### config.mk
export PLATFORM = sky130hd
export DESIGN_NAME = axis_gate_fifo
export DESIGN_NICKNAME = d
export VERILOG_FILES = /design/src/rtl/axis_gate_fifo.sv
export SDC_FILE = /design/constraint.sdc
export NUM_CORES = 1
export LEC_CHECK = 0
export ABC_CLOCK_PERIOD_IN_PS = 4910
export BUFFER_PORTS_ARGS = -buffer_cell sky130_fd_sc_hd__buf_2
export CORE_MARGIN = 2
export CORE_UTILIZATION = 50
export CTS_CLUSTER_SIZE = 20
export DETAILED_ROUTE_END_ITERATION = 8
export PLACE_DENSITY = 0.78
export SETUP_SLACK_MARGIN = 0.5
export SYNTH_ARGS = -nofsm -noshare
export SYNTH_HDL_FRONTEND = slang
export SYNTH_SLANG_ARGS = --single-unit
export TNS_END_PERCENT = 30
### constraint.sdc
create_clock -name aclk -period 4.91 [get_ports aclk]
set_input_delay 0.491 -clock aclk [delete_from_list [all_inputs] [get_ports aclk]]
set_output_delay 0.491 -clock aclk [all_outputs]
set_load 0.01 [all_outputs]
### src/rtl/axis_gate_fifo.sv
// AXI-Stream FIFO of 2^DEPTH_LOG2 beats whose output side is gated by an enable,
// either per beat or only at packet (tlast) boundaries, with occupancy and flush.
module axis_gate_fifo #(
   parameter int DATA_WIDTH  = 32,
   parameter int DEPTH_LOG2  = 2,
   parameter bit PACKET_MODE = 1'b1
) (
   input  logic                  aclk,
   input  logic                  aresetn,
   input  logic                  enable,
   input  logic                  flush,
   input  logic [DATA_WIDTH-1:0] s_axis_tdata,
   input  logic                  s_axis_tvalid,
   output logic                  s_axis_tready,
   input  logic                  s_axis_tlast,
   output logic [DATA_WIDTH-1:0] m_axis_tdata,
   output logic                  m_axis_tvalid,
   input  logic                  m_axis_tready,
   output logic                  m_axis_tlast,
   output logic [DEPTH_LOG2:0]   count,
   output logic                  gated
);

   localparam int DEPTH = 1 << DEPTH_LOG2;

   typedef enum logic [1:0] {
      CLOSED = 2'd0,
      OPEN   = 2'd1,
      DRAIN  = 2'd2
   } state_t;

   state_t                state;
   logic [DEPTH_LOG2:0]   w_ptr;
   logic [DEPTH_LOG2:0]   r_ptr;
   logic [DEPTH_LOG2:0]   w_ptr_nxt;
   logic [DEPTH_LOG2:0]   r_ptr_nxt;
   logic                  in_pkt;
   logic [DATA_WIDTH:0]   mem [DEPTH];
   logic                  empty;
   logic                  full;
   logic                  s_hs;
   logic                  m_hs;
   logic                  flush_now;
   logic                  push;

   assign empty = (w_ptr == r_ptr);
   assign full  = (w_ptr[DEPTH_LOG2] != r_ptr[DEPTH_LOG2]) &&
                  (w_ptr[DEPTH_LOG2-1:0] == r_ptr[DEPTH_LOG2-1:0]);

   // Ready depends only on registered pointers, so m_axis_tready never reaches it.
   assign s_axis_tready = aresetn && !full;
   assign m_axis_tvalid = (state != CLOSED) && !empty;
   assign {m_axis_tlast, m_axis_tdata} = mem[r_ptr[DEPTH_LOG2-1:0]];

   assign s_hs      = s_axis_tvalid && s_axis_tready;
   assign m_hs      = m_axis_tvalid && m_axis_tready;
   assign flush_now = flush && (state == CLOSED);
   assign push      = s_hs && !flush_now;

   // NOTE: every signal driven from always_comb gets a default first so no latch is inferred.
   always_comb begin
      w_ptr_nxt = w_ptr + {{DEPTH_LOG2{1'b0}}, push};
      r_ptr_nxt = r_ptr + {{DEPTH_LOG2{1'b0}}, m_hs};
      if (flush_now) begin
         r_ptr_nxt = w_ptr;
      end
   end

   // NOTE: storage carries no reset; the pointers alone define which entries are valid.
   always_ff @(posedge aclk) begin
      if (push) begin
         mem[w_ptr[DEPTH_LOG2-1:0]] <= {s_axis_tlast, s_axis_tdata};
      end
   end

   always_ff @(posedge aclk or negedge aresetn) begin
      if (!aresetn) begin
         w_ptr  <= '0;
         r_ptr  <= '0;
         count  <= '0;
         in_pkt <= 1'b0;
         state  <= CLOSED;
         gated  <= 1'b1;
      end else begin
         w_ptr <= w_ptr_nxt;
         r_ptr <= r_ptr_nxt;
         count <= w_ptr_nxt - r_ptr_nxt;

         if (flush_now) begin
            in_pkt <= 1'b0;
         end else if (m_hs) begin
            in_pkt <= !m_axis_tlast;
         end

         case (state)
            CLOSED: begin
               if (enable) begin
                  state <= OPEN;
                  gated <= 1'b0;
               end
            end
            OPEN: begin
               if (!enable) begin
                  if (!PACKET_MODE) begin
                     // A presented beat must complete its handshake before the gate shuts.
                     if (!m_axis_tvalid || m_hs) begin
                        state <= CLOSED;
                        gated <= 1'b1;
                     end
                  end else if ((!in_pkt && !m_axis_tvalid) || (m_hs && m_axis_tlast)) begin
                     state <= CLOSED;
                     gated <= 1'b1;
                  end else begin
                     state <= DRAIN;
                  end
               end
            end
            DRAIN: begin
               if (m_hs && m_axis_tlast) begin
                  state <= CLOSED;
                  gated <= 1'b1;
               end else if (enable) begin
                  state <= OPEN;
               end
            end
            default: begin
               state <= CLOSED;
               gated <= 1'b1;
            end
         endcase
      end
   end

endmodule

Word-level counts from Yosys, hierarchy flattened
Memory sizes are Yosys's and may differ from the RTL's.
Cells that the tools add are included.
Widths: inputs -> output; s select.
{"block": "word_totals", "regBits": 13, "ram_bits": 132, "output_inout_bits": 39, "wordCells": 54, "mem_count": 1}
{"memory": "mem", "depth": 4, "width": 33, "read_ports": 1, "rd_ports_with_merged_regs": 0, "wr": 1, "line": "38", "rtl": "logic [DATA_WIDTH:0] mem [DEPTH];"}
{"block": "op_classes", "n_mux": 15, "n_eq_ne": 9, "n_addsub": 3, "n_reduce_logical": 20}
{"operator": "$logic_and 1x1->1", "count": 9}
{"operator": "$mux 1", "count": 8}
{"operator": "$mux 2", "count": 4}
{"operator": "$ne 2x2->1 const B", "count": 4}
{"operator": "$add 3x1->3", "count": 2}
{"operator": "$logic_not 1->1", "count": 6}
{"operator": "$pmux 2 s3", "count": 1}
{"operator": "$reduce_and 4->1", "count": 1}
{"operator": "$reduce_bool 2->1", "count": 2}
{"operator": "$eq 3x3->1", "count": 1}
{"operator": "$mux 3", "count": 1}
{"operator": "$pmux 1 s3", "count": 1}
{"operator": "$sub 3x3->3", "count": 1}
{"operator": "$eq 2x1->1 const B", "count": 1}
{"operator": "$eq 2x2->1", "count": 1}
{"operator": "$eq 2x2->1 const B", "count": 1}
{"operator": "$logic_not 2->1", "count": 1}
{"operator": "$logic_or 1x1->1", "count": 1}
{"operator": "$ne 1x1->1", "count": 1}

Depth between registers and ports, before layout
{"block": "logic_depth", "word_depth": 9, "ltp_mapped": 11, "ltp_nobuf": 10}

Least setup slack after synthesis
OpenSTA, ideal clock, no wires.
{"block": "synth_timing", "path_kind": "register to register", "start": "register r_ptr[0]", "end": "memory mem[0][0] (netlist name), enable pin", "path_slack_ns": 0.772, "t_arrival_ns": 3.667, "setup_ns": 0.471, "required_ns": 4.439, "path_stages_with_launch": 6, "path_cell_list": "dfrtp_1 buf_6 xor2_1 o31a_1 and3_1 nor3b_1"}
{"block": "synth_between", "elab_chain_cells": 8}
{"element": "start, declared", "line": "34", "rtl": "logic [DEPTH_LOG2:0] r_ptr;"}
{"element": "start signal, assigned", "line": "86", "rtl": "r_ptr <= r_ptr_nxt;"}
{"element": "$eq 2x2->1", "line": "48", "rtl": "(w_ptr[DEPTH_LOG2-1:0] == r_ptr[DEPTH_LOG2-1:0]);"}
{"element": "$logic_and 1x1->1", "line": "47", "rtl": "assign full = (w_ptr[DEPTH_LOG2] != r_ptr[DEPTH_LOG2]) &&"}
{"element": "$logic_not 1->1", "line": "51", "rtl": "assign s_axis_tready = aresetn && !full;"}
{"element": "$logic_and 1x1->1", "line": "51"}
{"element": "named net s_axis_tready", "line": "14", "rtl": "output logic s_axis_tready,"}
{"element": "$logic_and 1x1->1", "line": "55", "rtl": "assign s_hs = s_axis_tvalid && s_axis_tready;"}
{"element": "$logic_and 1x1->1", "line": "58", "rtl": "assign push = s_hs && !flush_now;"}
{"element": "$mux 1", "line": "71", "rtl": "if (push) begin"}
{"element": "$mux 1 (not written as such)", "line": "72", "rtl": "mem[w_ptr[DEPTH_LOG2-1:0]] <= {s_axis_tlast, s_axis_tdata};"}
{"element": "end, declared", "line": "38"}
The timed path passes the listed nets, and every way through them passes these cells.

Final worst setup path
{"block": "layout_timing", "start": "register r_ptr[1]", "end": "register count[2]"}
{"block": "layout_between", "elab_chain_cells": 8, "elab_cells_between_ends": 14, "classes_between": "add/sub (3); eq/ne (2); mux (1); reduce/logical (8)"}
{"element": "$eq 2x2->1", "line": "48"}
{"element": "$logic_and 1x1->1", "line": "47"}
{"element": "$logic_not 1->1", "line": "51"}
{"element": "$logic_and 1x1->1", "line": "51"}
{"element": "$logic_and 1x1->1", "line": "55"}
{"element": "$logic_and 1x1->1", "line": "58"}
{"element": "$add 3x1->3", "line": "62", "rtl": "w_ptr_nxt = w_ptr + {{DEPTH_LOG2{1'b0}}, push};"}
{"element": "$sub 3x3->3 *", "line": "87", "rtl": "count <= w_ptr_nxt - r_ptr_nxt;"}
{"element": "end signal, assigned", "line": "87"}
{"element": "end, declared", "line": "20", "rtl": "output logic [DEPTH_LOG2:0] count,"}
Every way passes the cells marked *; elsewhere a longest branch is shown, timed or not.
A chain may end at the register's enable or synchronous reset.

==> reports/results.tsv <==
stage	metric	value	unit
synthesis	syn_nets	278	
route	wl_per_cell	20.4	um
die	io_pins	78	
grt	grtUsageTotal	18.1	%
sta	slew_viol_final	0	
synthesis	ys_top_cells_by_area	edfxtp_1 73%, mux4_2 14%, dfrtp_1 5.5%	
cts	cts_buffers	17	
die	design.core.area	10700	sq um
cts	cts.htree.levels	4	
status	status	complete, no violations	
sta	fmax	315	MHz
sta	maxSlewHeadroom	40.7	%
synthesis	syn_area_per_cell	23.4	sq um
grt	grt_overflow	0	
route	dr.pass1.iters	5	
sta	worstMarginPinSlew	890	ps
power_and_ir_drop	power_density	600	nW/um^2
sta	setup_violations	0	
placement	placedCellCount	444	
synthesis	synth_top_area_cell	edfxtp_1	
cts	clk_latency	520	ps
sta	min_period_over_period	64.7	%
setup_path	worstPathArrival	3570	ps
die	die_area	11800	sq um
setup_path	worstSetupPathType	flip-flop to flip-flop	
cells_and_area	diodes	0	
die	die_y	108	um
cells_and_area	fillerInstances	754	
synthesis	synth_fa_ha_area_share	1.51	%
synthesis	synth_most_common_cell	edfxtp_1	
synthesis	ys_warn_count	0	
sta	fin_setup_tns	0	ps
sta	hold_viol	0	
route	initialDrtViolationCount	188	
synthesis	synth.area.mux_share	14.2	%
route	vias	2596	
synthesis	synth_compound_area_share	1.22	%
die	start_util	50.8	%
sta	worst_clock_skew	9.22	ps
grt	grt_pass1_wl	14800	um
setup_path	crit_required	5310	ps
synthesis	synth_area	5460	sq um
route	wl	9720	um
placement	dp_hpwl	5920	um
synthesis	synth_edf_count	132	
route	drcViolationCount	0	
synthesis	synthSimpleGateAreaFrac	1.97	%
grt	grt_max_degree	36	
placement	port_buffers	77	
cts	post_cts_buffers	0	
synthesis	yosysTopAreaCellShare	72.6	%
cells_and_area	multi_input_area	1110	sq um
cells_and_area	layout-drive-gt1-share	45.4	%
cells_and_area	synthToLayoutAreaGrowth	20.9	%
route	drtAntennaViolNets	0	
sta	hold_ws	139	ps
synthesis	ys_async_sr_fraction	8.97	%
cells_and_area	instances_no_fill	477	
synthesis	synth_common_cells	132 x edfxtp_1, 33 x mux4_2, 12 x dfrtp_1	
synthesis	synth_cell_type_count	33	
synthesis	yosysSeqAreaShare	78.6	%
cells_and_area	fin_nets	369	
synthesis	synth_xor_area_share	1.28	%
job	max-cap-violations	0	
cts	cts_buffer_depth	2	
cells_and_area	ff_latch_area	4290	sq um
cts	cts_sinks	145	
placement	gp_congestion	0.735	
synthesis	synth-main-ff-cell	edfxtp_1	
setup_path	cp-start-kind	flip-flop	
cts	cts_tree	yes	
grt	antenna_found_initial	0	
sta	fin_crit	3170	ps
setup_path	cp_max_fo	35	
setup_path	ff2ff_setup_slack	1740	ps
synthesis	synth_top_family_by_area	multiplexers	
sta	rsz0062_at_grt	false	
route	via_per_inst	5.44	
cts	root_buffer	clkbuf_8	
cts	path_clk_slew	60	ps
die	rows	38	
die	die_w	108	um
setup_path	end_kind	flip-flop	
power_and_ir_drop	peakVddDrop	0.235	mV
synthesis	syn_inst	233	
power_and_ir_drop	cellLeakagePower	2.34	nW
worst_hold_path	min_path_type	input port to flip-flop	
grt	grt_pass1_vias	2780	
synthesis	ys_ff_latch	145	
-- cell usage in the layout (no fill, tap or decap), types with 5 or more instances in the layout --
| cell type | n |
|---|---|
| ha_1 | 5 |
| buf_2 | 77 |
| dfrtp_1 | 10 |
| xor2_1 | 5 |
| mux4_2 | 33 |
| clkinvlp_4 | 5 |
| inv_1 | 5 |
| clkbuf_16 | 16 |
| edfxtp_1 | 132 |
-- layer usage --
layer	up-vias	share of wire, %	global-route usage (%)
li1	1157	-	-
met1	1339	40	22.5
met2	84	51	28.1
met3	16	6.5	6.63
met4	0	2.2	9.16
met5	-	0	0
-- registers in the layout (all words and copies together), names as in the netlist --
register and cells:
count 3, gated 1, in_pkt 1, mem 132
r_ptr 3, state 2, w_ptr 3
-- kinds of logic after synthesis --
family / count (synthesis)
AND/OR/NAND/NOR: 16
buffers and inverters: 14
multiplexers: 36
flip-flops: 145
adder cells (fa/ha/maj): 6
XOR/XNOR: 8
AO/OA/AOI/OAI: 8
-- per-stage QoR --
| step | total power, mW | utilization (%) | instance area, sq um | worst slack [ps] |
|---|---|---|---|---|
| 5_1_grt | 4.14 | 61.4 | 6600 | 1570 |
| 3_3_place_gp | 2.71 | 55.9 | 6000 | 1780 |
| 4_1_cts | 4.00 | 61.4 | 6600 | 1700 |
| 2_1_floorplan | 2.39 | - | 5460 | 772 |
| 3_5_place_dp | 2.75 | 55.9 | 6000 | 1710 |
| 6_report | 3.96 | 61.4 | 6600 | 1740 |
-- critical path, stage by stage (launching register included) --
cell and delay, ps:
dfrtp_2 930, xor2_1 240, o32a_1 360, and2_1 190, ha_1 190, ha_1 270, mux2i_1 110, fa_1 450
xor2_1 180, xnor2_1 140
-- area by class of cell --
class	count	share of cell area, %
Timing Repair Buffer	81	6.34
Tap cell	140	2.66
Multi-Input combinational cell	74	16.8
Sequential cell	145	65.1
Clock inverter	14	2.48
Inverter	5	0.285
Clock buffer	18	6.34
-- where the power goes --
part | switching, mW | total (mW) | internal (mW)
clock network | 0.473 | 1.24 | 0.771
registers | 0.137 | 1.67 | 1.53
logic | 0.527 | 1.05 | 0.518
-- final timing paths --
path / startpoint / cells after the start / endpoint
min in group asynchronous: aresetn / 2 / w_ptr[2]$_DFF_PN0_
max in group asynchronous: aresetn / 2 / gated$_DFFE_PN1P_
worst max register to register: r_ptr[1]$_DFF_PN0_ / 9 / count[2]$_DFF_PN0_
worst max-delay path: r_ptr[1]$_DFF_PN0_ / 9 / count[2]$_DFF_PN0_
worst min-delay path: enable / 2 / state[1]$_DFFE_PN0P_
worst min register to register: in_pkt$_DFFE_PN0P_ / 2 / in_pkt$_DFFE_PN0P_
-- repair_timing --
action / CTS / global route
endpoints found under the hold margin: 12 / 0
hold buffers: 1 / 0
gates resized for setup: 0 / 0
Note: power is estimated with default switching activity, not from simulation.
